`src/rtl/rtc_bus_pkg.sv`:
```
// rtl/rtc_bus_pkg.sv - shared FSM encoding, address/idle constants and BCD helper for the RTC bus responder
package rtc_bus_pkg;

  typedef enum logic [2:0] {
    ST_IDLE,
    ST_ADDR,
    ST_WAIT_DATA,
    ST_WRITE,
    ST_READ
  } state_e;

  localparam logic [7:0] DEF_ADDR_SEC  = 8'h00;
  localparam logic [7:0] DEF_ADDR_MIN  = 8'h01;
  localparam logic [7:0] DEF_ADDR_HOUR = 8'h02;

  localparam logic       IDLE_CS  = 1'b1;
  localparam logic       IDLE_A_D = 1'b0;
  localparam logic       IDLE_WR  = 1'b1;
  localparam logic       IDLE_RD  = 1'b1;
  localparam logic [7:0] IDLE_AD  = 8'h00;

  localparam logic [7:0] BCD_MAX_MINSEC = 8'h59;
  localparam logic [7:0] BCD_MAX_HOUR   = 8'h23;

  // Garbage digits and the wrap value both land on 00; carry is decided by the caller.
  function automatic logic [7:0] bcd_next(input logic [7:0] v, input logic [7:0] max);
    logic [7:0] r;
    if (v[3:0] > 4'd9 || v[7:4] > 4'd9 || v >= max) begin
      r = 8'h00;
    end else if (v[3:0] == 4'd9) begin
      r = {v[7:4] + 4'd1, 4'h0};
    end else begin
      r = {v[7:4], v[3:0] + 4'd1};
    end
    return r;
  endfunction

endpackage

```
`src/rtl/bcd_time_counter.sv`:
```
// rtl/bcd_time_counter.sv - BCD seconds/minutes/hours with 1 Hz advance and bus write override
module bcd_time_counter
  import rtc_bus_pkg::*;
#(
  parameter logic [7:0] ADDR_SEC  = DEF_ADDR_SEC,
  parameter logic [7:0] ADDR_MIN  = DEF_ADDR_MIN,
  parameter logic [7:0] ADDR_HOUR = DEF_ADDR_HOUR
) (
  input  logic       clk,
  input  logic       rst_n,
  input  logic       tick_i,
  input  logic       wr_en_i,
  input  logic [7:0] wr_addr_i,
  input  logic [7:0] wr_data_i,
  output logic [7:0] sec_o,
  output logic [7:0] min_o,
  output logic [7:0] hour_o
);

  logic [7:0] sec_q, sec_d, min_q, min_d, hour_q, hour_d;
  logic       sec_carry, min_carry;

  assign sec_carry = (sec_q == BCD_MAX_MINSEC);
  assign min_carry = (min_q == BCD_MAX_MINSEC);

  always_comb begin
    sec_d  = sec_q;
    min_d  = min_q;
    hour_d = hour_q;
    if (tick_i) begin
      sec_d = bcd_next(sec_q, BCD_MAX_MINSEC);
      if (sec_carry) begin
        min_d = bcd_next(min_q, BCD_MAX_MINSEC);
        if (min_carry) begin
          hour_d = bcd_next(hour_q, BCD_MAX_HOUR);
        end
      end
    end
    // Bus write overrides only its own register; carries computed above still stand.
    if (wr_en_i) begin
      if (wr_addr_i == ADDR_SEC)  sec_d  = wr_data_i;
      if (wr_addr_i == ADDR_MIN)  min_d  = wr_data_i;
      if (wr_addr_i == ADDR_HOUR) hour_d = wr_data_i;
    end
  end

  always_ff @(posedge clk or negedge rst_n) begin
    if (!rst_n) begin
      sec_q  <= 8'h00;
      min_q  <= 8'h00;
      hour_q <= 8'h00;
    end else begin
      sec_q  <= sec_d;
      min_q  <= min_d;
      hour_q <= hour_d;
    end
  end

  assign sec_o  = sec_q;
  assign min_o  = min_q;
  assign hour_o = hour_q;

endmodule

```
`src/rtl/rtc_bus_responder.sv`:
```
// rtl/rtc_bus_responder.sv - RTC-side responder for the multiplexed a_d/cs/wr/rd/AD bus
module rtc_bus_responder
  import rtc_bus_pkg::*;
#(
  parameter int         SYNC_STAGES = 2,
  parameter int         REG_COUNT   = 16,
  parameter logic [7:0] ADDR_SEC    = DEF_ADDR_SEC,
  parameter logic [7:0] ADDR_MIN    = DEF_ADDR_MIN,
  parameter logic [7:0] ADDR_HOUR   = DEF_ADDR_HOUR
) (
  input  logic       clk,
  input  logic       rst,
  input  logic       cs,
  input  logic       a_d,
  input  logic       wr,
  input  logic       rd,
  input  logic [7:0] ad_in,
  output logic [7:0] ad_out,
  output logic       ad_oe,
  input  logic       tick_1hz,
  output logic [7:0] addr_latched,
  output logic       wr_done
);

  localparam int         AW        = $clog2(REG_COUNT);
  localparam logic [8:0] REG_LIMIT = 9'(REG_COUNT);
  localparam logic [11:0] BUS_IDLE = {IDLE_CS, IDLE_A_D, IDLE_WR, IDLE_RD, IDLE_AD};

  logic [11:0] sync_q [SYNC_STAGES];
  logic [1:0]  prev_q;
  logic        cs_s, a_d_s, wr_s, rd_s;
  logic [7:0]  ad_s;

  always_ff @(posedge clk or negedge rst) begin
    if (!rst) begin
      for (int i = 0; i < SYNC_STAGES; i++) sync_q[i] <= BUS_IDLE;
      prev_q <= {IDLE_WR, IDLE_RD};
    end else begin
      sync_q[0] <= {cs, a_d, wr, rd, ad_in};
      for (int i = 1; i < SYNC_STAGES; i++) sync_q[i] <= sync_q[i-1];
      prev_q <= {wr_s, rd_s};
    end
  end

  assign {cs_s, a_d_s, wr_s, rd_s, ad_s} = sync_q[SYNC_STAGES-1];

  logic wr_fall, wr_rise, rd_fall, rd_rise;
  assign wr_fall = prev_q[1] & ~wr_s;
  assign wr_rise = ~prev_q[1] & wr_s;
  assign rd_fall = prev_q[0] & ~rd_s;
  assign rd_rise = ~prev_q[0] & rd_s;

  state_e     state_q, state_d;
  logic [7:0] addr_q, addr_d, ad_out_q, ad_out_d;
  logic       ad_oe_q, ad_oe_d, wr_done_q, commit;
  logic       in_range, is_time;
  logic [7:0] rd_data, sec, min, hour;
  logic [7:0] regs_q [REG_COUNT];

  assign in_range = ({1'b0, addr_q} < REG_LIMIT);
  assign is_time  = (addr_q == ADDR_SEC) || (addr_q == ADDR_MIN) || (addr_q == ADDR_HOUR);

  always_comb begin
    rd_data = 8'h00;
    if (in_range) begin
      if (addr_q == ADDR_SEC)       rd_data = sec;
      else if (addr_q == ADDR_MIN)  rd_data = min;
      else if (addr_q == ADDR_HOUR) rd_data = hour;
      else                          rd_data = regs_q[addr_q[AW-1:0]];
    end
  end

  always_comb begin
    state_d  = state_q;
    addr_d   = addr_q;
    ad_out_d = ad_out_q;
    ad_oe_d  = ad_oe_q;
    commit   = 1'b0;
    case (state_q)
      ST_IDLE: begin
        if (!cs_s && !a_d_s && wr_fall) state_d = ST_ADDR;
      end
      ST_ADDR: begin
        if (cs_s) begin
          state_d = ST_IDLE;
        end else if (wr_rise) begin
          addr_d  = ad_s;
          state_d = ST_WAIT_DATA;
        end
      end
      ST_WAIT_DATA: begin
        // A strobe falling while the other is already low is a collision and is ignored.
        if (cs_s) begin
          state_d = ST_IDLE;
        end else if (!a_d_s && wr_fall) begin
          state_d = ST_ADDR;
        end else if (a_d_s && wr_fall && rd_s) begin
          state_d = ST_WRITE;
        end else if (a_d_s && rd_fall && wr_s) begin
          state_d  = ST_READ;
          ad_out_d = rd_data;
          ad_oe_d  = 1'b1;
        end
      end
      ST_WRITE: begin
        if (cs_s) begin
          state_d = ST_IDLE;
        end else if (wr_rise) begin
          commit  = in_range;
          state_d = ST_IDLE;
        end
      end
      ST_READ: begin
        if (cs_s || rd_rise) begin
          ad_oe_d = 1'b0;
          state_d = ST_IDLE;
        end
      end
      default: begin
        ad_oe_d = 1'b0;
        state_d = ST_IDLE;
      end
    endcase
  end

  always_ff @(posedge clk or negedge rst) begin
    if (!rst) begin
      state_q   <= ST_IDLE;
      addr_q    <= 8'h00;
      ad_out_q  <= 8'h00;
      ad_oe_q   <= 1'b0;
      wr_done_q <= 1'b0;
    end else begin
      state_q   <= state_d;
      addr_q    <= addr_d;
      ad_out_q  <= ad_out_d;
      ad_oe_q   <= ad_oe_d;
      wr_done_q <= commit;
    end
  end

  always_ff @(posedge clk or negedge rst) begin
    if (!rst) begin
      for (int i = 0; i < REG_COUNT; i++) regs_q[i] <= 8'h00;
    end else if (commit && !is_time) begin
      regs_q[addr_q[AW-1:0]] <= ad_s;
    end
  end

  bcd_time_counter #(
    .ADDR_SEC  (ADDR_SEC),
    .ADDR_MIN  (ADDR_MIN),
    .ADDR_HOUR (ADDR_HOUR)
  ) u_time (
    .clk       (clk),
    .rst_n     (rst),
    .tick_i    (tick_1hz),
    .wr_en_i   (commit),
    .wr_addr_i (addr_q),
    .wr_data_i (ad_s),
    .sec_o     (sec),
    .min_o     (min),
    .hour_o    (hour)
  );

  assign ad_out       = ad_out_q;
  assign ad_oe        = ad_oe_q;
  assign addr_latched = addr_q;
  assign wr_done      = wr_done_q;

endmodule

```
`config.mk`:
```
export PLATFORM = sky130hd
export DESIGN_NAME = rtc_bus_responder
export DESIGN_NICKNAME = d
export VERILOG_FILES = /design/src/rtl/rtc_bus_pkg.sv /design/src/rtl/bcd_time_counter.sv /design/src/rtl/rtc_bus_responder.sv
export SDC_FILE = /design/constraint.sdc
export NUM_CORES = 1
export LEC_CHECK = 0
export BUFFER_PORTS_ARGS = -buffer_cell sky130_fd_sc_hd__buf_2
export CAP_MARGIN = 20
export CORE_UTILIZATION = 59
export DETAILED_ROUTE_END_ITERATION = 16
export GPL_TIMING_DRIVEN = 0
export PLACE_DENSITY = 0.76
export SYNTH_ARGS = -nofsm -noshare
export SYNTH_HDL_FRONTEND = slang
export SYNTH_HIERARCHICAL = 1
export SYNTH_SLANG_ARGS = --single-unit
export TNS_END_PERCENT = 1
```
`constraint.sdc`:
```
create_clock -name clk -period 6.1 [get_ports clk]
set_input_delay 1.22 -clock clk [delete_from_list [all_inputs] [get_ports clk]]
set_output_delay 1.22 -clock clk [all_outputs]
set_load 0.05 [all_outputs]
```
Yosys cells after proc, flatten, opt, wreduce, memory -nomap -nowiden
Index checks and enable logic that the tools add are counted.
{"block": "totals", "word_cells": 154, "reg_bits": 199, "input_bits": 15, "output_inout_bits": 18}
{"block": "op_classes", "n_bitwise": 13, "magnitude_cmp": 12, "n_mux": 48, "eq_ne": 20, "reduce_logical": 28, "add_sub_neg": 6}
{"op": "$mux 8", "n": 25}
{"op": "$bwmux 128", "n": 1}
{"op": "$bmux 8 s4", "n": 1}
{"op": "$demux 8 s4", "n": 1}
{"op": "$mux 3", "n": 10}
{"op": "$add 4x1->4 const B", "n": 6}
{"op": "$gt 4x4->1 const B", "n": 6}
{"op": "$eq 8x7->1 const B", "n": 2}
{"op": "$ge 8x7->1 const B", "n": 2}
{"op": "$pmux 3 s5", "n": 1}
{"op": "$eq 4x4->1 const B", "n": 3}
{"op": "$ne 2x2->1 const B", "n": 6}
{"op": "$reduce_and 5->1", "n": 2}
{"op": "$logic_and 1x1->1", "n": 9}
{"op": "$logic_or 1x1->1", "n": 9}
{"op": "$eq 8x1->1 const B", "n": 1}
{"op": "$eq 8x2->1 const B", "n": 1}
{"op": "$ge 8x6->1 const B", "n": 1}
{"op": "$logic_not 8->1", "n": 1}
{"op": "$lt 8x5->1 const B", "n": 1}
{"op": "$mux 1", "n": 8}
{"op": "$not 1->1", "n": 8}
{"op": "$eq 3x2->1 const B", "n": 2}
{"op": "$ne 3x3->1 const B", "n": 2}
{"op": "13 further kinds", "n": 18}

Longest topological paths before layout
Gate-level depths: netlist (run 1).
{"block": "depth", "depth_word": 9, "mapped_depth": 9, "ltp_nobuf": 7}

Cells and area by module
The synthesis (run 1) kept the hierarchy.
{"mod": "rtc_bus_responder", "area_per_inst_um2": 7669.9, "cells_per_inst": 585, "instances": 1, "seq_area_each_um2": 4389.2}
{"mod": "bcd_time_counter", "area_per_inst_um2": 1661.6, "cells_per_inst": 193, "instances": 1, "seq_area_each_um2": 600.6}

Worst setup path after synthesis (run 1)
Ideal clock, no wire load.
{"block": "synth_timing", "path_type": "reg2reg", "startpoint": "reg addr_q[7], in the netlist addr_latched[7]", "endpoint": "reg u_time.hour_q[1], in the netlist u_time/hour_o[1]", "arrival_ps": 2688, "synth_period_minus_slack_ps": 2820, "required_ps": 5969, "setup_slack_ps": 3280, "stages_incl_launch_ff": 8, "path_buffers": 0, "setup_time_ps": 131, "path_cell_list": "dfrtp_1 > or4_1 > nor4_4 > nor4b_2 > nand2_1 > nor3b_2 > a21o_1 > a22oi_1"}
{"block": "synth_via", "elab_chain_len": 5, "elab_cells_between_ends": 7, "cone_classes": "order compare: 1; eq/ne: 1; mux: 5"}
{"item": "start: declaration", "line": "rtc_bus_responder.sv:54", "text": "logic [7:0] addr_q, addr_d, ad_out_q, ad_out_d;"}
{"item": "start signal: assignment", "line": "rtc_bus_responder.sv:135", "text": "addr_q <= addr_d;"}
{"item": "$lt 8x5->1", "line": "rtc_bus_responder.sv:60", "text": "assign in_range = ({1'b0, addr_q} < REG_LIMIT);"}
{"item": "$mux 1", "line": "rtc_bus_responder.sv:108", "text": "end else if (wr_rise) begin"}
{"item": "$mux 1", "line": "rtc_bus_responder.sv:106", "text": "if (cs_s) begin"}
{"item": "$mux 1", "line": "rtc_bus_responder.sv:79", "text": "case (state_q)"}
{"item": "net commit", "line": "rtc_bus_responder.sv:55", "text": "logic ad_oe_q, ad_oe_d, wr_done_q, commit;"}
{"item": "$mux 8", "line": "bcd_time_counter.sv:40", "text": "if (wr_en_i) begin"}
{"item": "net u_time.hour_d[1]", "line": "bcd_time_counter.sv:20", "text": "logic [7:0] sec_q, sec_d, min_q, min_d, hour_q, hour_d;"}
{"item": "end signal: assignment", "line": "bcd_time_counter.sv:55", "text": "hour_q <= hour_d;"}
{"item": "end: declaration", "line": "bcd_time_counter.sv:20"}
The timed path passes the listed nets, and every way through them passes these cells.
A chain may end at the register's enable or synchronous reset.

Worst setup path in the final report (run 1)
{"block": "layout_timing", "startpoint": "reg addr_q[6], in the netlist addr_latched[6]", "endpoint": "reg u_time.sec_q[3], in the netlist u_time/sec_o[3]"}
{"block": "layout_via", "elab_chain_len": 5, "elab_cells_between_ends": 7, "cone_classes": "order compare: 1; mux: 5; reduce/logical: 1"}
{"item": "$lt 8x5->1", "line": "rtc_bus_responder.sv:60"}
{"item": "$mux 1", "line": "rtc_bus_responder.sv:108"}
{"item": "$mux 1", "line": "rtc_bus_responder.sv:106"}
{"item": "$mux 1", "line": "rtc_bus_responder.sv:79"}
{"item": "net commit", "line": "rtc_bus_responder.sv:55"}
{"item": "$mux 8", "line": "bcd_time_counter.sv:40"}
{"item": "net u_time.sec_d[3]", "line": "bcd_time_counter.sv:20"}
{"item": "end signal: assignment", "line": "bcd_time_counter.sv:49", "text": "sec_q <= 8'h00;"}
{"item": "end signal: assignment", "line": "bcd_time_counter.sv:53", "text": "sec_q <= sec_d;"}
{"item": "end: declaration", "line": "bcd_time_counter.sv:20"}
The timed path passes the listed nets, and every way through them passes these cells.

==> flow_summary_export.csv, run 1 <==
group,metric,value,unit
grt,use_met2,0.448,
floorplanning,core,15300,sq um
synthesis,synth.most_common_cell,"dfrtp_1",
timing,setup_violations,0,
floorplanning,start_util,0.609,
synthesis,synth_edf_count,0,
drt,drt_first_pass_iters,5,
worst_setup_path,crit_required,6.40,ns
clock_tree,cts-htree-levels,4,
worst_setup_path,cp_max_fo,10,
synthesis,synth_area,9330,sq um
layout,final_area,10400,sq um
grt,overflow,0,
clock_tree,cts-buffers-inserted,17,
drt,vias_per_cell,6.17,
timing,finClkSkew,0.0138,ns
clock_tree,cts_tree,"built",
synthesis,ys_warn_count,6,
synthesis,synth_area_leader_cell,"dfrtp_1",
layout,drive_above_1_share,0.262,
floorplanning,die_height,128,um
timing,fmax,286,MHz
synthesis,ys_types,69,
synthesis,syn_inst,778,
grt,grt_pass1_vias,6427,
drt,num_vias,6511,
floorplanning,die_w,128,um
drt,postRouteAntennaNets,0,
drt,wl_per_cell,21.0,um
grt,antenna_found_initial,0,
clock_tree,clkLatencyLatePin,0.44,ns
layout,area_growth,11.3,%
clock_tree,post_cts_buffers,0,
timing,period_share,0.573,
worst_setup_path,cp-start-kind,"flip-flop",
power_and_ir_drop,power.static_leakage,4.87,nW
layout,final_nets,855,
clock_tree,cts-root-buf,"clkbuf_16",
synthesis,synthTopCellsByArea,"dfrtp_1 (51%), mux2_2 (14%), mux2i_1 (7.9%)",
power_and_ir_drop,vdd_drop_max,0.000389,V
timing,timing_worst_slew_pin_value,0.869,ns
synthesis,yosysSeqAreaShare,0.535,
floorplanning,dieArea,16300,sq um
timing,finalHoldViolCount,0,
grt,grt_usage,0.291,
power_and_ir_drop,pwr_density_cell,341,nW/um^2
synthesis,avgSynthCellArea,12.0,sq um
clock_tree,cts_buffer_depth,2,
timing,period_needed,3.49,ns
synthesis,synth_seq_cells,199,
grt,grt_max_degree,113,
placement,dpl.hpwl,15.2,mm
synthesis,yosys-top-cells-count,"dfrtp_1 (191), mux2_2 (112), mux2i_1 (74), nand2_1 (47), clkbuf_1 (39)",
placement,postPlaceCellArea,9800,sq um
synthesis,synth_top_area_share,0.512,
drt,route.detailed.drc,0,
timing,slew_viol_final,0,
drt,drtIter0Drc,589,
synthesis,synth-async-reset-ratio,1.00,
timing,setup_tns,0,ns
clock_tree,post_cts_resized,0,
clock_tree,clock_sinks,199,
synthesis,synth_ff_type,"dfrtp_1",
floorplanning,design.portCount,33,
hold_path,hp-class,"flip-flop to flip-flop",
placement,globalplace.congestion,0.914,
worst_setup_path,worstSetupEndpointType,"flip-flop",
run,cap_violations,0,
layout,antennaDiodeCount,0,
synthesis,synth.net_count,802,
grt,grt_pass1_wl,35.4,mm
grt,met3_usage,0.0605,
grt,gr-usage-met1,0.408,
run_status,status,"complete, no violations",
timing,grt_setup_unrepaired,"false",
floorplanning,num_rows,45,
worst_setup_path,worstSetupPathType,"flip-flop to flip-flop",
drt,wirelength,22.1,mm
worst_setup_path,arrival,3.79,ns
timing,relSlewSlack,0.421,
grt,busiest_layer,"met2",
clock_tree,cts.reportedPaths.clkPinSlew,0.08,ns
placement,port_buffers,32,
clock_tree,ctsHoldBuffers,0,
==> kinds of logic after synthesis <==
group,after synthesis,share of synthesized area
XOR/XNOR,6,0.00563
buffers and inverters,73,0.0302
AO/OA/AOI/OAI,117,0.0805
AND/OR/NAND/NOR,187,0.121
adder cells (fa/ha/maj),9,0.0121
multiplexers,187,0.216
flip-flops,199,0.535
==> final timing paths <==
| path | slack [ns] | cells after the start | startpoint | endpoint |
|---|---|---|---|---|
| max | 2.61 | 7 | addr_latched[6] | u_time/sec_o[3] |
| min | 0.35 | 0 | sync_q[12] | ad_s[0] |
| max reg2reg | 2.61 | 7 | addr_latched[6] | u_time/sec_o[3] |
| min reg2reg | 0.35 | 0 | sync_q[12] | ad_s[0] |
| max in group asynchronous | 4.33 | 2 | rst | sync_q[23] |
| min in group asynchronous | 0.85 | 1 | rst | regs_q[57] |
==> critical path, cell delays in order (launching register included) <==
cell	delay, ns
dfrtp_1	0.44
or4_1	0.69
nor4_4	0.53
nor4b_2	0.54
nand2_1	0.18
nor3_1	0.40
clkbuf_1	0.40
o21ai_0	0.18
==> registers in the layout, summed over array words and instances, names as in the netlist <==
register and count:
u_time/min_o 8, cs_s 1, sync_q 13, ad_s 8, regs_q 128, u_time/hour_o 8, addr_latched 8, wr_done 1
ad_out 8, u_time/sec_o 8, state_q 3, a_d_s 1, ad_oe 1, rd_s 1, prev_q 2
==> metrics by stage <==
step	setup WS [ns]	util	instances	power [W]	hold WS [ns]
CTS	2.64	0.678	1055	0.00356	0.354
global route	2.43	0.678	1055	0.00369	0.362
detailed placement	2.70	0.640	1023	0.00243	0.335
global placement	0.782	0.637	1021	0.00240	0.333
floorplan	3.28	-	778	0.00216	0.331
finish	2.61	0.678	1055	0.00355	0.350
==> routing by layer <==
metal / up-vias / routed length (um)
met2: 257 / 10500
met4: 0 / 562
met1: 3300 / 9480
met3: 49 / 1610
li1: 2905 / -
met5: - / 0
==> placed cells by master (no fill, tap or decap), types with 5 or more instances in the layout <==
master	count
clkbuf_16	17
dfstp_2	8
dfrtp_1	191
nand2b_1	14
mux2_2	112
inv_8	5
o21ai_1	6
nand3_1	20
nand3b_1	5
o22ai_1	33
a41o_1	8
nor2_1	29
nor3_1	9
ha_1	9
nand2_1	47
o21ai_0	31
clkbuf_1	39
xnor2_1	5
inv_6	5
buf_2	35
a21o_1	6
nor2_2	6
buf_1	18
inv_1	12
a21oi_1	8
nand4_1	5
mux2i_1	74
==> power by group <==
group	switching (W)	leakage [nW]	total, W	internal (W)
clock	0.000534	0.284	0.00113	0.000595
sequential	0.000113	2.62	0.00151	0.00139
combinational	0.000606	1.97	0.000912	0.000306
==> layout make-up <==
| type | instances | area (sq um) |
|---|---|---|
| sequential | 199 | 4990 |
| fill | 1109 | 4920 |
| multi-input combinational | 506 | 4060 |
| clock buffer | 18 | 439 |
| tap | 211 | 264 |
| buffer | 61 | 236 |
| timing repair buffer | 34 | 203 |
| clock inverter | 14 | 153 |
| inverter | 12 | 45.0 |
Note: power is estimated with default switching activity, not from simulation.
==> inputs of run 2 (changes only) <==
--- a/config.mk
+++ b/config.mk
@@ -5,9 +5,10 @@
 export SDC_FILE = /design/constraint.sdc
 export NUM_CORES = 1
 export LEC_CHECK = 0
+export ABC_AREA = 1
 export BUFFER_PORTS_ARGS = -buffer_cell sky130_fd_sc_hd__buf_2
 export CAP_MARGIN = 20
-export CORE_UTILIZATION = 59
+export CORE_UTILIZATION = 56
 export DETAILED_ROUTE_END_ITERATION = 16
 export GPL_TIMING_DRIVEN = 0
 export PLACE_DENSITY = 0.76
==> constraint.sdc (replaced) <==
create_clock -name clk -period 2.8 [get_ports clk]
set_input_delay 0.56 -clock clk [delete_from_list [all_inputs] [get_ports clk]]
set_output_delay 0.56 -clock clk [all_outputs]
set_load 0.05 [all_outputs]
==> run 2 against run 1 <==
Routed wire length up 19%. Final area grew 8.9%. Critical path depth grew 6. Sequential share of layout area is 3.9 points lower. Global-route usage increased by 0.55 points. Utilization is 4.8 points lower. Sequential power is 120% higher. Clock skew fell by 0.0011 ns. Via count is 36% higher. Area after synthesis grew 10%. Non-clock buffer count grew 10. Critical path type unchanged. Largest power group unchanged.
==> flow_summary_export.csv, run 2 <==
group,metric,value,unit
placement,postPlaceCellArea,10700,sq um
layout,final_common_cell,"nand2_1",
timing,finalHoldViolCount,0,
grt,grt_max_degree,112,
layout,final_nets,1418,
drt,vias_per_cell,5.40,
synthesis,ys_types,39,
synthesis,ys_warn_count,6,
grt,antenna_found_initial,0,
power_and_ir_drop,vdd_drop_max,0.000673,V
power_and_ir_drop,power.static_leakage,6.44,nW
layout,layout_common_cells,"nand2_1 (548), dfrtp_1 (191), inv_1 (117), o21ai_0 (86), a21oi_1 (64)",
worst_setup_path,crit_required,3.13,ns
layout,largest_reg_flops,128,
worst_setup_path,critPathSlowestCell,"dfrtp_1",
worst_setup_path,worstSetupEndpointType,"flip-flop",
timing,fmax,421,MHz
timing,holdWs,0.184,ns
timing,period_needed,2.38,ns
synthesis,synth.net_count,1367,
grt,grt_usage,0.296,
synthesis,synthTopCellsByArea,"dfrtp_1 (47%), nand2_1 (20%), inv_1 (4.3%)",
clock_tree,clock_sinks,199,
grt,overflow,0,
timing,finClkSkew,0.0127,ns
placement,preCtsSetupSlack,0.539,ns
placement,dpl.hpwl,18.6,mm
clock_tree,cts_tree,"built",
placement,port_buffers,31,
synthesis,yosys-top-cells-count,"nand2_1 (548), dfrtp_1 (191), inv_1 (117), o21ai_0 (86), a21oi_1 (64)",
drt,drtIter0Drc,789,
synthesis,yosysSeqAreaShare,0.486,
timing,setup_violations,0,
synthesis,synth_area_leader_cell,"dfrtp_1",
worst_setup_path,max_stage_delay,0.62,ns
drt,postRouteAntennaNets,0,
drt,drt_first_pass_iters,5,
clock_tree,ctsHoldBuffers,0,
timing,setup_tns,0,ns
clock_tree,cts.reportedPaths.clkPinSlew,0.07,ns
layout,area_growth,10.3,%
worst_setup_path,crit_chain,"inv_2 -> buf_2 -> buf_4 -> nand2_1 -> nand2_1 -> nand2_1 -> nand2_1 -> nand2_1 -> nand3_1 -> o21bai_1 -> nand2_1 -> nand2_1 -> nand2_1",
clock_tree,post_cts_resized,0,
drt,num_vias,8841,
drt,wl_per_cell,16.0,um
worst_setup_path,crit_family,"simple AND/OR/NAND/NOR gates",
grt,grt_pass1_wl,42.2,mm
floorplanning,num_rows,49,
worst_setup_path,cp-start-kind,"flip-flop",
worst_setup_path,worstSetupPathType,"flip-flop to flip-flop",
hold_path,hp-class,"input pin to asynchronous set/reset pin",
worst_setup_path,arrival,2.71,ns
drt,route.detailed.drc,0,
clock_tree,cts-buffers-inserted,17,
clock_tree,cts-root-buf,"clkbuf_16",
synthesis,synth_ff_type,"dfrtp_1",
grt,grt_pass1_vias,8271,
synthesis,synth-async-reset-ratio,1.00,
worst_setup_path,crit_top_cell,"nand2_1",
floorplanning,start_util,0.571,
synthesis,synth.most_common_cell,"nand2_1",
worst_setup_path,cp_num_buf_inv,3,
layout,max_flop_register,"regs_q",
synthesis,synth_top_area_share,0.466,
synthesis,syn_inst,1343,
synthesis,synth_area,10300,sq um
run,cap_violations,0,
floorplanning,die_w,137,um
floorplanning,design.portCount,33,
layout,antennaDiodeCount,0,
synthesis,synth_seq_cells,199,
clock_tree,cts-htree-levels,4,
layout,reg.largest.list,"regs_q x128, sync_q x13",
clock_tree,cts_buffer_depth,2,
timing,relSlewSlack,0.440,
power_and_ir_drop,pwr_density_cell,686,nW/um^2
layout,final_area,11300,sq um
timing,setup_ws,0.424,ns
timing,slew_viol_final,0,
worst_setup_path,cp_max_fo,10,
floorplanning,dieArea,18900,sq um
floorplanning,core,18000,sq um
drt,wirelength,26.2,mm
timing,grt_setup_unrepaired,"false",
clock_tree,post_cts_buffers,0,
timing,timing_worst_slew_pin_value,0.841,ns
placement,globalplace.congestion,0.895,
synthesis,synth_edf_count,0,
run_status,status,"complete, no violations",
floorplanning,die_height,137,um
layout,drive_above_1_share,0.117,
clock_tree,clkLatencyLatePin,0.44,ns
timing,period_share,0.849,
synthesis,avgSynthCellArea,7.64,sq um
[run 2: cell types whose count changed in the layout (fill, tap and decap cells not counted), moves of 15 or more]
cell,change
nand2_1,+501
a21oi_1,+56
o22ai_1,-29
buf_1,-15
o21ai_0,+55
nand3_1,+16
nor2_1,+34
inv_1,+105
mux2_2,-112
o21ai_1,+23
mux2i_1,-70
[run 2: cell families (layout without fill, tap and decap cells)]
| family | after synthesis | count (layout) | share of synthesized area |
|---|---|---|---|
| mux | 4 | 4 | 0.00390 |
| compound gates | 199 | 199 | 0.102 |
| simple gates | 721 | 721 | 0.310 |
| xor+xnor | 6 | 6 | 0.00512 |
| fa+ha+maj | 9 | 9 | 0.0110 |
| buf+inv | 205 | 269 | 0.0813 |
| flops | 199 | 199 | 0.486 |
[run 2: area by class of cell]
class / count / area, sq um
Buffer: 73 / 338
Clock buffer: 20 / 447
Clock inverter: 12 / 131
Fill cell: 1617 / 6650
Inverter: 132 / 497
Multi-Input combinational cell: 939 / 4440
Sequential cell: 199 / 4990
Tap cell: 229 / 287
Timing Repair Buffer: 32 / 193
[run 2: worst register-to-register path, cell delays in order (launching register included)]
cell and delay (ns):
dfrtp_1 0.62, inv_2 0.21, buf_2 0.26, buf_4 0.21
nand2_1 0.07, nand2_1 0.04, nand2_1 0.05, nand2_1 0.08
nand2_1 0.08, nand3_1 0.14, o21bai_1 0.24, nand2_1 0.14
nand2_1 0.10, nand2_1 0.05
[run 2: path summary, 6_finish.rpt]
| check | from | to | slack (ns) | depth (start not counted) |
|---|---|---|---|---|
| setup / recovery | addr_latched[0] | ad_out[2] | 0.42 | 13 |
| hold / removal | rst | regs_q[124] | 0.18 | 1 |
| setup reg to reg | addr_latched[0] | ad_out[2] | 0.42 | 13 |
| hold reg to reg | sync_q[14] | ad_s[2] | 0.34 | 0 |
| max in group asynchronous | rst | sync_q[13] | 1.68 | 2 |
| min in group clk | cs | sync_q[23] | 0.22 | 1 |
[run 2: per-layer routing]
layer	vias up	share of wire	GRT usage
li1	4280	-	-
met1	4191	0.44	0.403
met2	330	0.47	0.483
met3	40	0.071	0.0497
met4	0	0.020	0.0946
met5	-	0	0
[run 2: power breakdown]
| part | switching [W] | internal [W] |
|---|---|---|
| clock | 0.00117 | 0.00128 |
| combinational | 0.00158 | 0.000457 |
| sequential | 0.000233 | 0.00303 |
[run 2: through the flow]
step                 util  total power (W)  cells
floorplan               -          0.00468   1343
global placement    0.596          0.00527   1603
detailed placement  0.598          0.00532   1604
CTS                 0.630          0.00775   1636
global route        0.630          0.00808   1636
finish              0.630          0.00776   1636
==> inputs of run 3 (changes only) <==
--- a/config.mk
+++ b/config.mk
@@ -8,7 +8,7 @@
 export ABC_AREA = 1
 export BUFFER_PORTS_ARGS = -buffer_cell sky130_fd_sc_hd__buf_2
 export CAP_MARGIN = 20
-export CORE_UTILIZATION = 56
+export CORE_UTILIZATION = 59
 export DETAILED_ROUTE_END_ITERATION = 16
 export GPL_TIMING_DRIVEN = 0
 export PLACE_DENSITY = 0.76
==> constraint.sdc (replaced) <==
create_clock -name clk -period 2.5 [get_ports clk]
set_input_delay 0.5 -clock clk [delete_from_list [all_inputs] [get_ports clk]]
set_output_delay 0.5 -clock clk [all_outputs]
set_load 0.05 [all_outputs]
==> run 3 against run 2 <==
Clock power rose by 13%. Setup slack got worse by 0.22 ns. Combinational power rose by 11%. Via count rose by 0.31%. Die area fell by 5.0%. Routed wire length rose by 1.3%. Final cell count fell by 0.55%. Fmax rose by 3.6%. Worst hold slack got worse by 0.16 ns. Clock skew fell by 0.0034 ns. Power rose by 12%. Global-route usage rose by 1.4 points. Largest cell class unchanged.
==> flow_summary_export.csv, run 3 (synthesized netlist as in run 2, its figures left out) <==
group,metric,value,unit
clock_tree,cts-htree-levels,4,
layout,area_growth,10.3,%
worst_setup_path,worstSetupEndpointType,"flip-flop",
worst_setup_path,r2r-end,"ad_out[4]",
drt,wl_per_cell,16.3,um
clock_tree,cts.reportedPaths.clkPinSlew,0.07,ns
power_and_ir_drop,switching_share,0.386,
placement,globalplace.congestion,0.935,
power_and_ir_drop,p_comb_frac,0.261,
worst_setup_path,max_stage_delay,0.58,ns
power_and_ir_drop,pwr_density_cell,767,nW/um^2
floorplanning,die_w,134,um
timing,period_share,0.917,
timing,slew_viol_final,0,
grt,grt_usage,0.311,
clock_tree,cts-root-buf,"clkbuf_16",
placement,preCtsSetupSlack,0.319,ns
power_and_ir_drop,power.static_leakage,6.44,nW
timing,setup_violations,0,
timing,relSlewSlack,0.499,
drt,num_vias,8868,
power_and_ir_drop,vdd_drop_max,0.000607,V
grt,antenna_found_initial,0,
worst_setup_path,r2r_cells,12,
drt,vias_per_cell,5.45,
drt,drtIter0Drc,782,
grt,grt_pass1_wl,42.8,mm
clock_tree,post_cts_buffers,0,
floorplanning,core,16800,sq um
run_status,status,"complete, no violations",
timing,setup_ws,0.207,ns
floorplanning,die_height,134,um
power_and_ir_drop,p_sw,0.00335,W
floorplanning,start_util,0.612,
layout,ff_latch_area,4990,sq um
timing,finClkSkew,0.00931,ns
clock_tree,clkLatencyLatePin,0.44,ns
worst_setup_path,arrival,2.62,ns
floorplanning,design.portCount,33,
power_and_ir_drop,pwr-share-clk,0.319,
grt,grt_max_degree,122,
clock_tree,cts_buffer_depth,2,
drt,wirelength,26.6,mm
placement,dpl.hpwl,18.8,mm
layout,layout_common_cells,"nand2_1 (548), dfrtp_1 (191), inv_1 (117), o21ai_0 (86), a21oi_1 (64)",
layout,final_nets,1418,
clock_tree,clock_sinks,199,
clock_tree,cts-buffers-inserted,17,
clock_tree,cts_tree,"built",
drt,postRouteAntennaNets,0,
worst_setup_path,crit_required,2.83,ns
floorplanning,num_rows,47,
placement,port_buffers,31,
worst_setup_path,r2r_start,"addr_latched[0]",
drt,route.detailed.drc,0,
worst_setup_path,critPathSlowestCell,"dfrtp_1",
timing,grt_setup_unrepaired,"false",
layout,final_common_cell,"nand2_1",
layout,fillCellCount,1429,
worst_setup_path,crit_chain,"inv_2 -> clkbuf_1 -> nand2_1 -> nand2_1 -> nand2_1 -> nand2_1 -> nand2_1 -> nand3_1 -> o21bai_1 -> nand2_1 -> nand2_1 -> nand2_1",
clock_tree,ctsHoldBuffers,0,
timing,fmax,436,MHz
power_and_ir_drop,seqPwrFrac,0.420,
power_and_ir_drop,power,0.00868,W
timing,finalHoldViolCount,0,
worst_setup_path,cp-start-kind,"flip-flop",
layout,max_flop_register,"regs_q",
timing,timing_worst_slew_pin_value,0.752,ns
worst_setup_path,reg2reg_slack,0.21,ns
power_and_ir_drop,p_int,0.00533,W
worst_setup_path,crit_top_cell,"nand2_1",
grt,grt_pass1_vias,8340,
clock_tree,post_cts_resized,0,
timing,period_needed,2.29,ns
floorplanning,dieArea,17900,sq um
grt,overflow,0,
layout,largest_reg_flops,128,
run,cap_violations,0,
layout,reg.largest.list,"regs_q x128, sync_q x13",
worst_setup_path,cp_max_fo,10,
layout,drive_above_1_share,0.119,
drt,drt_first_pass_iters,5,
layout,multiInputGateArea,4440,sq um
hold_path,hp-class,"input pin to asynchronous set/reset pin",
worst_setup_path,worstSetupPathType,"flip-flop to flip-flop",
layout,antennaDiodeCount,0,
[run 3: layout make-up]
cell class | instances | share of cell area
Timing Repair Buffer | 32 | 0.0170
Tap cell | 220 | 0.0243
Sequential cell | 199 | 0.441
Clock inverter | 15 | 0.0145
Clock buffer | 17 | 0.0376
Buffer | 73 | 0.0298
Inverter | 132 | 0.0439
Multi-Input combinational cell | 939 | 0.392
[run 3: how the worst max path moves through the flow]
stage | startpoint | end | slack (ns)
2_1_floorplan | addr_latched[0] | ad_out[5] | 0.53
3_3_place_gp | rst | sync_q[13] | -2.38
3_5_place_dp | addr_latched[0] | ad_out[7] | 0.32
4_1_cts | addr_latched[0] | ad_out[7] | 0.30
5_1_grt | sync_q[9] | u_time/sec_o[3] | 0.09
6_report | addr_latched[0] | ad_out[4] | 0.21
[run 3: routing by layer]
layer  GRT usage  wire [um]
met3      0.0654       2110
met2       0.499      12400
met5           0          0
met1       0.425      11500
met4      0.0903        546
[run 3: stage by stage]
stage,TNS (ns),instance area (sq um),hold slack (ns),std cells,util
floorplan,0,10300,0.204,1343,-
global placement,-460.02,10700,0.332,1594,0.638
detailed placement,0,10700,0.335,1595,0.640
CTS,0,11300,0.0539,1627,0.675
global route,0,11300,0.0598,1627,0.675
finish,0,11300,0.0206,1627,0.675
[run 3: power by group through the flow]
stage	sequential (W)	clock (W)	combinational, W
final	0.00365	0.00277	0.00226
after global routing	0.00367	0.00291	0.00245
after CTS	0.00364	0.00279	0.00223
after detailed placement	0.00371	0	0.00222
after global placement	0.00370	0	0.00218
after floorplan	0.00389	0	0.00136
[run 3: worst max-delay path: cells and delay by family (launching register included)]
| kind | cells | cell delay, ns |
|---|---|---|
| buffers and inverters | 2 | 0.49 |
| DFF | 1 | 0.58 |
| AOI/OAI and AO/OA | 1 | 0.22 |
| and+or+nand+nor | 9 | 0.88 |
